<file path="src/rtl/udp_tx_arb_pkg.sv">
// Shared definitions for the two-channel UDP transmit arbiter.
//   state_t          : arbiter FSM states
//   UDP_MAX_PAYLOAD  : largest UDP payload in one Ethernet frame (bytes)
//   ARB_CH           : number of arbitrated channels
package udp_arb_pkg;

  typedef enum logic [1:0] {
    IDLE,
    START,
    SEND,
    GAP
  } state_t;

  localparam int unsigned UDP_MAX_PAYLOAD = 1472;
  localparam int unsigned ARB_CH          = 2;

endpackage

</file>
<file path="src/rtl/udp_tx_arb_if.sv">
// Link between the arbiter and the shared udp_tx/CRC transmit path.
//   tx_start_en : arbiter -> path, one-cycle frame start
//   tx_byte_num : arbiter -> path, payload byte count of the frame
//   tx_data     : arbiter -> path, payload word of the granted channel
//   tx_req      : path -> arbiter, word request
//   tx_done     : path -> arbiter, frame-complete pulse
// master = arbiter side, slave = transmit path side.
interface udp_tx_arb_if;

  logic        tx_start_en;
  logic [15:0] tx_byte_num;
  logic [31:0] tx_data;
  logic        tx_req;
  logic        tx_done;

  modport master (
    output tx_start_en,
    output tx_byte_num,
    output tx_data,
    input  tx_req,
    input  tx_done
  );

  modport slave (
    input  tx_start_en,
    input  tx_byte_num,
    input  tx_data,
    output tx_req,
    output tx_done
  );

endinterface

</file>
<file path="src/rtl/udp_tx_arb_rr_pick2.sv">
// Combinational two-way round-robin select.
//   req   : request vector, bit n = channel n
//   last  : channel granted most recently
//   win   : selected channel (meaningful only when valid)
//   valid : at least one request present
module rr_pick2
  import udp_arb_pkg::*;
(
  input  logic [ARB_CH-1:0] req,
  input  logic              last,
  output logic              win,
  output logic              valid
);

  always_comb begin
    valid = |req;
    // Contention goes to the channel that did not win last time.
    win   = (req[0] && req[1]) ? ~last : req[1];
  end

endmodule

</file>
<file path="src/rtl/udp_tx_arb.sv">
// Two-channel arbiter/sequencer sharing one UDP transmit path between two
// camera packetizers: round-robin grant, start pulse with byte count,
// word steering while sending, completion ack, then an inter-packet gap.
//   clk, rst            : transmit clock, synchronous active-high reset
//   req0/1, byte_num0/1 : per-channel packet request and payload size
//   data0/1, rd_en0/1   : per-channel FIFO read data and read enable
//   ack0/1, err         : completion pulse per channel, error qualifier
//   tx                  : transmit path link (start, size, data, req, done)
//   grant, busy         : current/last granted channel, not-idle flag
module udp_tx_arb
  import udp_arb_pkg::*;
#(
  parameter int unsigned GAP_CYCLES = 12,
  parameter int unsigned MAX_BYTES  = UDP_MAX_PAYLOAD,
  parameter int unsigned TIMEOUT    = 65535
) (
  input  logic                clk,
  input  logic                rst,
  input  logic                req0,
  input  logic                req1,
  input  logic [15:0]         byte_num0,
  input  logic [15:0]         byte_num1,
  input  logic [31:0]         data0,
  input  logic [31:0]         data1,
  output logic                rd_en0,
  output logic                rd_en1,
  output logic                ack0,
  output logic                ack1,
  output logic                err,
  udp_tx_arb_if.master        tx,
  output logic                grant,
  output logic                busy
);

  state_t      state, state_nx;
  logic [15:0] to_cnt, to_cnt_nx;
  logic [7:0]  gap_cnt, gap_cnt_nx;
  logic        grant_q, grant_nx;
  logic        last_q, last_nx;
  logic [15:0] bytes_q, bytes_nx;
  logic [1:0]  ack_q, ack_nx;
  logic        err_q, err_nx;

  logic        pick_win;
  logic        pick_valid;
  logic [15:0] pick_bytes;
  logic        pick_ok;

  rr_pick2 u_pick (
    .req   ({req1, req0}),
    .last  (last_q),
    .win   (pick_win),
    .valid (pick_valid)
  );

  always_comb begin
    pick_bytes = pick_win ? byte_num1 : byte_num0;
    pick_ok    = (pick_bytes != 16'd0) && (32'(pick_bytes) <= MAX_BYTES);
  end

  always_ff @(posedge clk) begin
    if (rst) begin
      state   <= IDLE;
      to_cnt  <= '0;
      gap_cnt <= '0;
      grant_q <= 1'b0;
      last_q  <= 1'b1;
      bytes_q <= '0;
      ack_q   <= '0;
      err_q   <= 1'b0;
    end else begin
      state   <= state_nx;
      to_cnt  <= to_cnt_nx;
      gap_cnt <= gap_cnt_nx;
      grant_q <= grant_nx;
      last_q  <= last_nx;
      bytes_q <= bytes_nx;
      ack_q   <= ack_nx;
      err_q   <= err_nx;
    end
  end

  always_comb begin
    state_nx   = state;
    to_cnt_nx  = to_cnt;
    gap_cnt_nx = gap_cnt;
    grant_nx   = grant_q;
    last_nx    = last_q;
    bytes_nx   = bytes_q;
    ack_nx     = '0;
    err_nx     = 1'b0;

    case (state)
      IDLE: begin
        if (pick_valid) begin
          grant_nx = pick_win;
          last_nx  = pick_win;
          bytes_nx = pick_bytes;
          if (pick_ok) begin
            state_nx = START;
          end else begin
            // Rejected packet still completes the handshake so the
            // requester can drop its request.
            state_nx         = GAP;
            gap_cnt_nx       = GAP_CYCLES[7:0];
            ack_nx[pick_win] = 1'b1;
            err_nx           = 1'b1;
          end
        end
      end
      START: begin
        to_cnt_nx = '0;
        state_nx  = SEND;
      end
      SEND: begin
        to_cnt_nx = to_cnt + 16'd1;
        // tx_done wins over a timeout landing in the same cycle.
        if (tx.tx_done) begin
          state_nx        = GAP;
          gap_cnt_nx      = GAP_CYCLES[7:0];
          ack_nx[grant_q] = 1'b1;
        end else if (32'(to_cnt) == TIMEOUT - 32'd1) begin
          state_nx        = GAP;
          gap_cnt_nx      = GAP_CYCLES[7:0];
          ack_nx[grant_q] = 1'b1;
          err_nx          = 1'b1;
        end
      end
      GAP: begin
        if (gap_cnt <= 8'd1) begin
          state_nx = IDLE;
        end else begin
          gap_cnt_nx = gap_cnt - 8'd1;
        end
      end
      default: state_nx = IDLE;
    endcase
  end

  assign tx.tx_start_en = (state == START);
  assign tx.tx_byte_num = bytes_q;
  assign tx.tx_data     = grant_q ? data1 : data0;

  assign rd_en0 = tx.tx_req && (state == SEND) && !grant_q;
  assign rd_en1 = tx.tx_req && (state == SEND) &&  grant_q;

  assign ack0  = ack_q[0];
  assign ack1  = ack_q[1];
  assign err   = err_q;
  assign grant = grant_q;
  assign busy  = (state != IDLE);

endmodule

</file>
<file path="src/flat_wrapper.sv">
// flat-port wrapper written by rule: the top's interface ports become plain ports
module udp_tx_arb_flat import udp_arb_pkg::*;
#(
  parameter int unsigned GAP_CYCLES = 12,
  parameter int unsigned MAX_BYTES  = UDP_MAX_PAYLOAD,
  parameter int unsigned TIMEOUT    = 65535
)
  (clk, rst, req0, req1, byte_num0, byte_num1, data0, data1, rd_en0, rd_en1, ack0, ack1, err, grant, busy, tx_tx_start_en, tx_tx_byte_num, tx_tx_data, tx_tx_req, tx_tx_done);
  udp_tx_arb_if tx_i ();
  input  logic clk;
  input  logic rst;
  input  logic req0;
  input  logic req1;
  input  logic [15:0] byte_num0;
  input  logic [15:0] byte_num1;
  input  logic [31:0] data0;
  input  logic [31:0] data1;
  output logic rd_en0;
  output logic rd_en1;
  output logic ack0;
  output logic ack1;
  output logic err;
  output logic grant;
  output logic busy;
  output wire logic [$bits(tx_i.tx_start_en)-1:0] tx_tx_start_en;
  output wire logic [$bits(tx_i.tx_byte_num)-1:0] tx_tx_byte_num;
  output wire logic [$bits(tx_i.tx_data)-1:0] tx_tx_data;
  input wire logic [$bits(tx_i.tx_req)-1:0] tx_tx_req;
  input wire logic [$bits(tx_i.tx_done)-1:0] tx_tx_done;
  assign tx_tx_start_en = tx_i.tx_start_en;
  assign tx_tx_byte_num = tx_i.tx_byte_num;
  assign tx_tx_data = tx_i.tx_data;
  assign tx_i.tx_req = tx_tx_req;
  assign tx_i.tx_done = tx_tx_done;
  udp_tx_arb #(.GAP_CYCLES(GAP_CYCLES), .MAX_BYTES(MAX_BYTES), .TIMEOUT(TIMEOUT)) u_core (.clk(clk), .rst(rst), .req0(req0), .req1(req1), .byte_num0(byte_num0), .byte_num1(byte_num1), .data0(data0), .data1(data1), .rd_en0(rd_en0), .rd_en1(rd_en1), .ack0(ack0), .ack1(ack1), .err(err), .tx(tx_i), .grant(grant), .busy(busy));
endmodule
</file>
<file path="config.mk">
export PLATFORM = sky130hd
export DESIGN_NAME = udp_tx_arb_flat
export DESIGN_NICKNAME = d
export VERILOG_FILES = /design/src/rtl/udp_tx_arb_pkg.sv /design/src/rtl/udp_tx_arb_if.sv /design/src/rtl/udp_tx_arb_rr_pick2.sv /design/src/rtl/udp_tx_arb.sv /design/src/flat_wrapper.sv
export SDC_FILE = /design/constraint.sdc
export NUM_CORES = 1
export LEC_CHECK = 0
export ABC_AREA = 1
export CAP_MARGIN = 5
export CELL_PAD_IN_SITES_DETAIL_PLACEMENT = 1
export CELL_PAD_IN_SITES_GLOBAL_PLACEMENT = 1
export CORE_MARGIN = 5
export CORE_UTILIZATION = 29
export CTS_BUF_LIST = sky130_fd_sc_hd__clkbuf_4
export DETAILED_ROUTE_END_ITERATION = 16
export PLACE_DENSITY_LB_ADDON = 0.3
export SLEW_MARGIN = 20
export SYNTH_ARGS = -nofsm -noshare
export SYNTH_HDL_FRONTEND = slang
export SYNTH_SLANG_ARGS = --single-unit
export TNS_END_PERCENT = 100
</file>
<file path="constraint.sdc">
create_clock -name clk -period 3.2 [get_ports clk]
set_input_delay 0.48 -clock clk [delete_from_list [all_inputs] [get_ports clk]]
set_output_delay 0.48 -clock clk [all_outputs]
set_load 0.01 [all_outputs]
</file>
Word-level counts from Yosys, hierarchy flattened
Index checks and enable logic that the tools add are counted.
{"block": "op_classes", "add_sub_neg": 2, "magnitude_cmp": 6, "n_reduce_logical": 17, "n_eq_ne": 9, "n_bitwise": 1, "mux": 30}
{"operator": "$mux W8", "count": 5}
{"operator": "$mux W32", "count": 1}
{"operator": "$pmux W16 S2", "count": 1}
{"operator": "$pmux W8 S3", "count": 1}
{"operator": "$mux W2", "count": 9}
{"operator": "$add A16 B1 Y16 const B", "count": 1}
{"operator": "$eq A16 B16 Y1 const B", "count": 1}
{"operator": "$le A16 B11 Y1 const B", "count": 1}
{"operator": "$mux W16", "count": 1}
{"operator": "$reduce_bool A16 Y1", "count": 1}
{"operator": "$le A8 B1 Y1 const B", "count": 1}
{"operator": "$pmux W2 S4", "count": 1}
{"operator": "$sub A8 B1 Y8 const B", "count": 1}
{"operator": "$logic_and A1 B1 Y1", "count": 7}
{"operator": "$mux W1", "count": 7}
{"operator": "$reduce_and A5 Y1", "count": 1}
{"operator": "$eq A2 B2 Y1 const B", "count": 2}
{"operator": "$lt A1 B2 Y1 const B", "count": 2}
{"operator": "$ne A2 B1 Y1 const B", "count": 2}
{"operator": "$ne A2 B2 Y1 const B", "count": 2}
{"operator": "$pmux W2 S2", "count": 1}
{"operator": "$reduce_bool A2 Y1", "count": 2}
{"operator": "$ne A3 B2 Y1 const B", "count": 1}
{"operator": "$reduce_and A3 Y1", "count": 1}
{"operator": "10 further kinds", "count": 12}
{"block": "word_totals", "wordCells": 73, "reg_bits": 47, "out_inout_bits": 56}

Longest topological paths before layout
Gate-level depths: netlist (run 1).
{"block": "depth", "ltp_word": 9, "ltp_mapped": 15, "mapped_depth_nobuf": 14}

Hierarchy
A second synthesis (run 1) with hierarchy kept.
{"block": "hier_totals", "hier_cells": 488, "hier_area_um2": 2965.3}
{"mod": "udp_tx_arb", "instances": 1, "cells_per_inst": 485, "area_per_inst_um2": 2950.3, "seq_area_each_um2": 940.9}
{"mod": "rr_pick2", "instances": 1, "cells_per_inst": 3, "area_per_inst_um2": 15.0, "seq_area_each_um2": 0.0}

Least setup slack after synthesis (run 1)
No wires, ideal clock.
{"block": "synth_timing", "path_type": "flip-flop to flip-flop", "startpoint": "reg u_core.state[0]", "endpoint": "reg u_core.to_cnt[15]", "period_less_slack_ns": 1.844, "stages_incl_launch_ff": 11, "setup_slack_ns": 1.356, "arrival_time_ns": 1.727, "path_cell_list": "dfxtp_1 > inv_1 > ha_1 > buf_2 > inv_1 > nor4_1 > nand2_1 > nor4_1 > nand3_1 > nand2_1 > a21oi_1"}
{"block": "synth_via", "elab_chain_cells": 2, "elab_cells_between_ends": 4, "cone_classes": "2 x eq/ne; 1 x mux; 1 x reduce/logical"}
{"item": "start, declared", "line_no": "udp_tx_arb.sv:35", "rtl": "state_t state, state_nx;"}
{"item": "start signal, assigned", "line_no": "udp_tx_arb.sv:72", "rtl": "state <= state_nx;"}
{"item": "$eq A2 B2 Y1 / $eq A2 B1 Y1 (equally long branches)", "line_no": "udp_tx_arb.sv:93", "rtl": "case (state)"}
{"item": "$pmux W16 S2 / $reduce_bool A2 Y1 (equally long branches)"}
{"item": "end signal, assigned", "line_no": "udp_tx_arb.sv:73", "rtl": "to_cnt <= to_cnt_nx;"}
{"item": "end, declared", "line_no": "udp_tx_arb.sv:36", "rtl": "logic [15:0] to_cnt, to_cnt_nx;"}
Parallel ways exist; a longest one is shown, timed or not.
A chain may end at the register's enable or synchronous reset.

Worst setup path after layout (run 1)
{"block": "layout_timing", "startpoint": "reg u_core.grant_q (netlist: u_core.grant)", "endpoint": "out rd_en1"}
{"block": "layout_via", "elab_chain_cells": 1}
{"item": "start, declared", "line_no": "udp_tx_arb.sv:38", "rtl": "logic grant_q, grant_nx;"}
{"item": "start signal, assigned", "line_no": "udp_tx_arb.sv:75", "rtl": "grant_q <= grant_nx;"}
{"item": "$logic_and A1 B1 Y1", "line_no": "udp_tx_arb.sv:145", "rtl": "assign rd_en1 = tx.tx_req && (state == SEND) && grant_q;"}
{"item": "end, declared", "line_no": "flat_wrapper.sv:19", "rtl": "output logic rd_en1;"}
Every way passes these cells.

==> results of run 1 <==
## metal layers
layer / vias up / wire [um] / global-route usage [%]
met3: 10 / 364 / 3.23
met1: 1744 / 5170 / 22.6
li1: 1880 / - / -
met2: 64 / 6450 / 35.2
met4: 0 / 116 / 3.13
met5: - / 0 / 0
## where the power goes
| part | internal, mW | switching, mW |
|---|---|---|
| Combinational | 0.741 | 0.861 |
| Clock | 0.0848 | 0.205 |
| Sequential | 0.720 | 0.116 |
| Total | 1.55 | 1.18 |
## worst min path at each step
| stage | to | slack, ns | cells past startpoint | start |
|---|---|---|---|---|
| after floorplan | u_core.to_cnt[7] | 0.44 | 1 | u_core.to_cnt[6] |
| after global placement | u_core.to_cnt[7] | 0.45 | 1 | u_core.to_cnt[6] |
| after detailed placement | u_core.to_cnt[7] | 0.46 | 1 | u_core.to_cnt[6] |
| after CTS | u_core.to_cnt[7] | 0.48 | 1 | u_core.to_cnt[6] |
| after global routing | u_core.to_cnt[7] | 0.50 | 1 | u_core.to_cnt[6] |
| final | u_core.to_cnt[7] | 0.48 | 1 | u_core.to_cnt[6] |
## layout by cell type (no fill, tap or decap), types with 2 or more instances in the layout
| cell | synthesis | routed |
|---|---|---|
| nand4_1 | 3 | 3 |
| clkdlybuf4s50_1 | 0 | 157 |
| xnor2_1 | 3 | 3 |
| clkinv_1 | 1 | 2 |
| nor2_1 | 45 | 44 |
| a21oi_1 | 33 | 33 |
| nor2_2 | 1 | 2 |
| nand2_1 | 170 | 170 |
| nand3_2 | 2 | 2 |
| nand3_1 | 35 | 35 |
| nand2_2 | 12 | 12 |
| nand2_4 | 2 | 2 |
| nor4_1 | 4 | 4 |
| a31oi_1 | 8 | 8 |
| xor2_1 | 2 | 2 |
| o21ai_0 | 26 | 26 |
| nor3_1 | 9 | 9 |
| nor3b_1 | 2 | 2 |
| ha_1 | 8 | 8 |
| clkbuf_4 | 0 | 5 |
| or2_2 | 2 | 2 |
| dfxtp_1 | 47 | 47 |
| nand3b_1 | 2 | 2 |
| buf_4 | 0 | 7 |
| inv_1 | 47 | 47 |
## flip-flops by register name, indices dropped and copies added, names as in the netlist
name	cells
u_core.last_q	1
u_core.state	2
u_core.to_cnt	16
u_core.err	1
u_core.grant	1
u_core.ack_q	2
u_core.gap_cnt	8
u_core.tx.tx_byte_num	16
## cell type report
class / count / area [um2]
clock buffers: 5 / 37.5
flip-flops and latches: 47 / 941
well taps: 136 / 170
clock inverters: 3 / 20.0
multi-input cells: 378 / 1810
repair buffers: 164 / 1620
inverters: 48 / 180
fillers: 1354 / 5490
## cell families after synthesis
family	share of synthesized area (%)
fa+ha+maj	3.28
compound gates	13.0
flops	30.8
xor+xnor	1.44
simple gates	41.6
buf+inv	9.88
## worst register-to-register path, stage by stage (launching register included)
cell     delay (ns)
dfxtp_1        0.43
nand2_4        0.17
nand2_4        0.26
nand2_1        0.16
nand2_2        0.13
inv_1          0.08
nand4_1        0.08
nor2_1         0.04
nand2_1        0.09
nand3_2        0.24
nand2_2        0.25
nand2_1        0.07
a21oi_1        0.14
## stage by stage
stage	setup slack (ns)	instances	util [%]
detailed placement	0.387	773	46.0
CTS	0.490	781	46.6
global route	0.296	781	46.6
floorplan	1.36	494	-
finish	0.531	781	46.6
global placement	0.512	773	46.0
==> results.md, run 1 <==
- Outcome: finished clean
- Crit. End Element: output pin
- Via Count: 3,698
- EDFF count, synth: 0
- NumNets Final: 754
- Router iterations before antenna repair: 6
- Initial core utilization: 29.7%
- Crit-path max FO: 18
- Dpl cell area: 4730 um2
- Hold_buf cts: 0
- Leading cell type by number of instances after synthesis: nand2_1
- Worst path bufs/invs: 3
- Syn Inst Count: 494
- First-pass GRT wire length: 19,900 um
- Pin count of the biggest net entering global routing: 34
- Gp weighted congestion: 0.837
- DRC Markers: 0
- DP HPWL: 10,000 um
- Routed wire length: 12,100 um
- Via count of the first global-routing pass: 3,988
- Critical Path AT: 2.19 ns
- Rows: 37
- Critical path type: flip-flop to output pin
- Sequential-to-total area share from yosys stat: 30.8%
- Synthesized area: 3050 um2
- P&R area growth vs syn: 56.8%
- HP Class: flip-flop to flip-flop
- Wire per inst: 15.5 um
- Smallest hold slack: 0.475 ns
- CTS Sinks: 47
- Io pins: 158
- Crit path time final: 2.67 ns
- N_diodes: 0
- CP Launch Type: flip-flop
- Mean area per synthesized cell: 6.18 um2
- Actual transition at the worst max-transition pin: 0.544 ns
- Overflow after GRT: 0
- Synthesized net count: 604
- CP cell instances: clkinv_1, buf_4, nor3_1, clkdlybuf4s50_1
- Crit path to: rd_en1
- Synth Warn #: 0
- Post-route clock period utilization: 83.4%
- Port Buffers: 157
- Clock skew: 0.00711 ns
- Total CTS buffers: 5
- Resized Gates After CTS: 0
- Most used flip-flop cell after synthesis: dfxtp_1
- Detail Route Antenna Nets: 0
- Initial detailed-routing violation count: 102
- RSZ-0062 raised after global routing: no
- # setup viols final: 0
- Setup crit start: u_core.grant
- Worst slew margin: 63.7%
- FF-to-FF setup slack: 0.99 ns
- Chip Height: 113 um
- Synth top area share: 30.8%
- Worst Reg-to-Reg Cells: 12
- Crit. path cell count: 4
- Setup TNS: 0 ns
- Critical R2R Launch: u_core.last_q
- Cell variety after synth: 34
- CTS clk-pin slew, worst paths: 0.14 ns
- Max-slew violation count: 0
- Final instance area: 4780 um2
- Slowest stage delay, CP: 0.65 ns
- Lkg Pwr: 2.02 nW
- Tot GR Track Use: 18.8%
- Async set-or-reset flop fraction in the synthesized netlist: 0%
- FMAX: 375 MHz
- Synth area leader: dfxtp_1
- Share of cells above drive strength 1: 5.74%
- Final hold violation count: 0
- CTS tree: done
- CORE AREA: 10,300 um2
- Htree depth: 2
- Die W: 113 um
- Final Total Pwr: 2.73 mW
- Clock Path Buffers: 2
- Top cells by count, synth: 170 x nand2_1, 47 x dfxtp_1, 47 x inv_1
- Clock latency on the worst-skew pair: 0.36 ns
- Initial antenna violation count: 0
- Worst path top cell family by delay: buffers and inverters
- Setup Fix Bufs, Post-CTS: 0
- Highest-delay cell along the critical path: dfxtp_1
- Via density: 4.73
- R2r endpoint: u_core.gap_cnt[3]
- Clk root buf: clkbuf_4
- Peak supply drop: 0.277 mV
- Max_cap viols: 0
- Synthesized flop and latch total: 47
- Die area: 12,700 um2
- PwrDens: 570 nW/um2
- Critical path data required time: 2.72 ns
- Ranking of synthesized cells by area: dfxtp_1 31%, nand2_1 21%, inv_1 5.8%, nand3_1 5.7%, nor2_1 5.5%
Power figures use the tool's default switching activity.
==> inputs of run 2 (changes only) <==
--- a/config.mk
+++ b/config.mk
@@ -10,7 +10,7 @@
 export CELL_PAD_IN_SITES_DETAIL_PLACEMENT = 1
 export CELL_PAD_IN_SITES_GLOBAL_PLACEMENT = 1
 export CORE_MARGIN = 5
-export CORE_UTILIZATION = 29
+export CORE_UTILIZATION = 27
 export CTS_BUF_LIST = sky130_fd_sc_hd__clkbuf_4
 export DETAILED_ROUTE_END_ITERATION = 16
 export PLACE_DENSITY_LB_ADDON = 0.3
==> constraint.sdc (replaced) <==
create_clock -name clk -period 2.47 [get_ports clk]
set_input_delay 0.3705 -clock clk [delete_from_list [all_inputs] [get_ports clk]]
set_output_delay 0.3705 -clock clk [all_outputs]
set_load 0.01 [all_outputs]
==> run 2 against run 1 <==
Final cell count grew 1.0%. Non-clock buffer count up 4. Flip-flop and latch count stayed put. Via count is 0.65% higher. Count of clock-buffer cells in the layout unchanged. Critical path type unchanged. Highest routed layer unchanged.
==> results.md, run 2 (synthesized netlist as in run 1, its figures left out) <==
- # setup viols final: 0
- Clk root buf: clkbuf_4
- Critical Path AT: 1.88 ns
- Fillers: 1,430
- Net Sw Frac: 43.4%
- Tot GR Track Use: 18.0%
- Routed wire length: 12,500 um
- N_diodes: 0
- Reg power frac: 29.9%
- Switch Pwr: 1.55 mW
- Lkg Pwr: 2.07 nW
- Final Non-Filler Cells: 789
- Die area: 13,500 um2
- Pin count of the biggest net entering global routing: 35
- Detail Route Antenna Nets: 0
- Htree depth: 2
- Via count of the first global-routing pass: 3,926
- P&R area growth vs syn: 58.2%
- Share of power burned in the clock network: 10.5%
- Via density: 4.72
- Clock latency on the worst-skew pair: 0.38 ns
- Post-route clock period utilization: 91.2%
- Hold Crit Depth: 1
- Via Count: 3,722
- Commonest non-fill, non-tap cell in the layout: nand2_1
- Initial detailed-routing violation count: 106
- HP Class: flip-flop to flip-flop
- Worst Reg-to-Reg Cells: 10
- Comb pwr share: 59.6%
- Cell internal pwr: 2.02 mW
- Max-slew violation count: 0
- Rows: 38
- CTS tree: done
- CP cell instances: clkinv_1, buf_4, nand2_1, nand2_1, clkdlybuf4s50_1
- Overflow after GRT: 0
- Io pins: 158
- FF-to-FF setup slack: 0.31 ns
- Crit path time final: 2.25 ns
- NumNets Final: 758
- Slowest stage delay, CP: 0.54 ns
- Crit. End Element: output pin
- Die W: 116 um
- FMAX: 444 MHz
- Final Total Pwr: 3.57 mW
- Router iterations before antenna repair: 4
- Wire per inst: 15.8 um
- Clock skew: 0.0125 ns
- Highest-delay cell along the critical path: clkdlybuf4s50_1
- Initial antenna violation count: 0
- Max_cap viols: 0
- CP Launch Type: flip-flop
- Dpl cells: 781
- Setup Fix Bufs, Post-CTS: 0
- DP HPWL: 10,300 um
- Clock Path Buffers: 2
- Crit. path cell count: 5
- Critical path type: flip-flop to output pin
- Worst slew margin: 61.4%
- Gp weighted congestion: 0.810
- First-pass GRT wire length: 19,600 um
- Crit-path max FO: 34
- PwrDens: 739 nW/um2
- DRC Markers: 0
- Actual transition at the worst max-transition pin: 0.578 ns
- Share of cells above drive strength 1: 6.47%
- Smallest hold slack: 0.492 ns
- Peak supply drop: 0.307 mV
- Most used cell, CP: nand2_1
- CTS clk-pin slew, worst paths: 0.15 ns
- Critical path data required time: 2.10 ns
- CORE AREA: 10,900 um2
- Final hold violation count: 0
- Worst path top cell family by delay: buffers and inverters
- Initial core utilization: 27.9%
- Total CTS buffers: 5
- Worst path bufs/invs: 3
- Chip Height: 116 um
- RSZ-0062 raised after global routing: no
- Port Buffers: 157
- CTS Sinks: 47
- Commonest cells after routing, fill and taps aside: 170 x nand2_1, 155 x clkdlybuf4s50_1, 47 x inv_1, 47 x dfxtp_1, 44 x nor2_1
- Outcome: finished clean
## run 2: layer usage
layer / part of all wire, % / global-route usage [%] / vias up
li1: - / - / 1892
met1: 41 / 22.0 / 1745
met2: 54 / 32.6 / 72
met3: 3.6 / 3.63 / 13
met4: 1.6 / 3.48 / 0
met5: 0 / 0 / -
## run 2: layout make-up
cell class / instances / area, um2 / share of cell area [%]
well taps: 140 / 175 / 3.63
multi-input cells: 378 / 1820 / 37.7
clock inverters: 3 / 15.0 / 0.311
clock buffers: 5 / 37.5 / 0.777
inverters: 48 / 180 / 3.73
repair buffers: 168 / 1660 / 34.4
flip-flops and latches: 47 / 941 / 19.5
## run 2: what timing repair did
item | CTS | global route
hold buffers | 0 | 0
endpoints found under the setup margin | 0 | 4
gates resized for setup | 0 | 4
## run 2: worst register-to-register path, cell delays in order, from the launching register on
cell and delay, ns:
dfxtp_1 0.42, inv_1 0.09, ha_2 0.43, nand2_1 0.10, nor2_1 0.17, nand2_1 0.15
nor2_1 0.20, inv_1 0.09, nor3_1 0.22, o21ai_0 0.11, a21oi_1 0.11
## run 2: per-stage QoR
step                utilization, %  TNS [ns]  worst slack (ns)  cell area [um2]
finish                        44.2         0             0.216             4830
global placement              43.5         0             0.107             4760
floorplan                        -         0             0.626             3050
global route                  44.2         0            0.0571             4830
CTS                           44.0         0            0.0909             4810
detailed placement            43.5   -0.0187           -0.0100             4760
## run 2: path summary, 6_finish.rpt
check / startpoint / to
worst max-delay path: u_core.grant / tx_tx_data[25]
worst min-delay path: u_core.to_cnt[6] / u_core.to_cnt[7]
worst max register to register: u_core.state[0] / u_core.to_cnt[14]
worst min register to register: u_core.to_cnt[6] / u_core.to_cnt[7]
## run 2: power groups by stage
| stage | clock (mW) | combinational, mW | sequential (mW) |
|---|---|---|---|
| final | 0.376 | 2.13 | 1.07 |
| after global routing | 0.422 | 2.35 | 1.09 |
| after floorplan | 0 | 1.09 | 1.10 |
| after global placement | 0 | 2.08 | 1.07 |
| after detailed placement | 0 | 2.12 | 1.08 |
| after CTS | 0.390 | 2.14 | 1.07 |
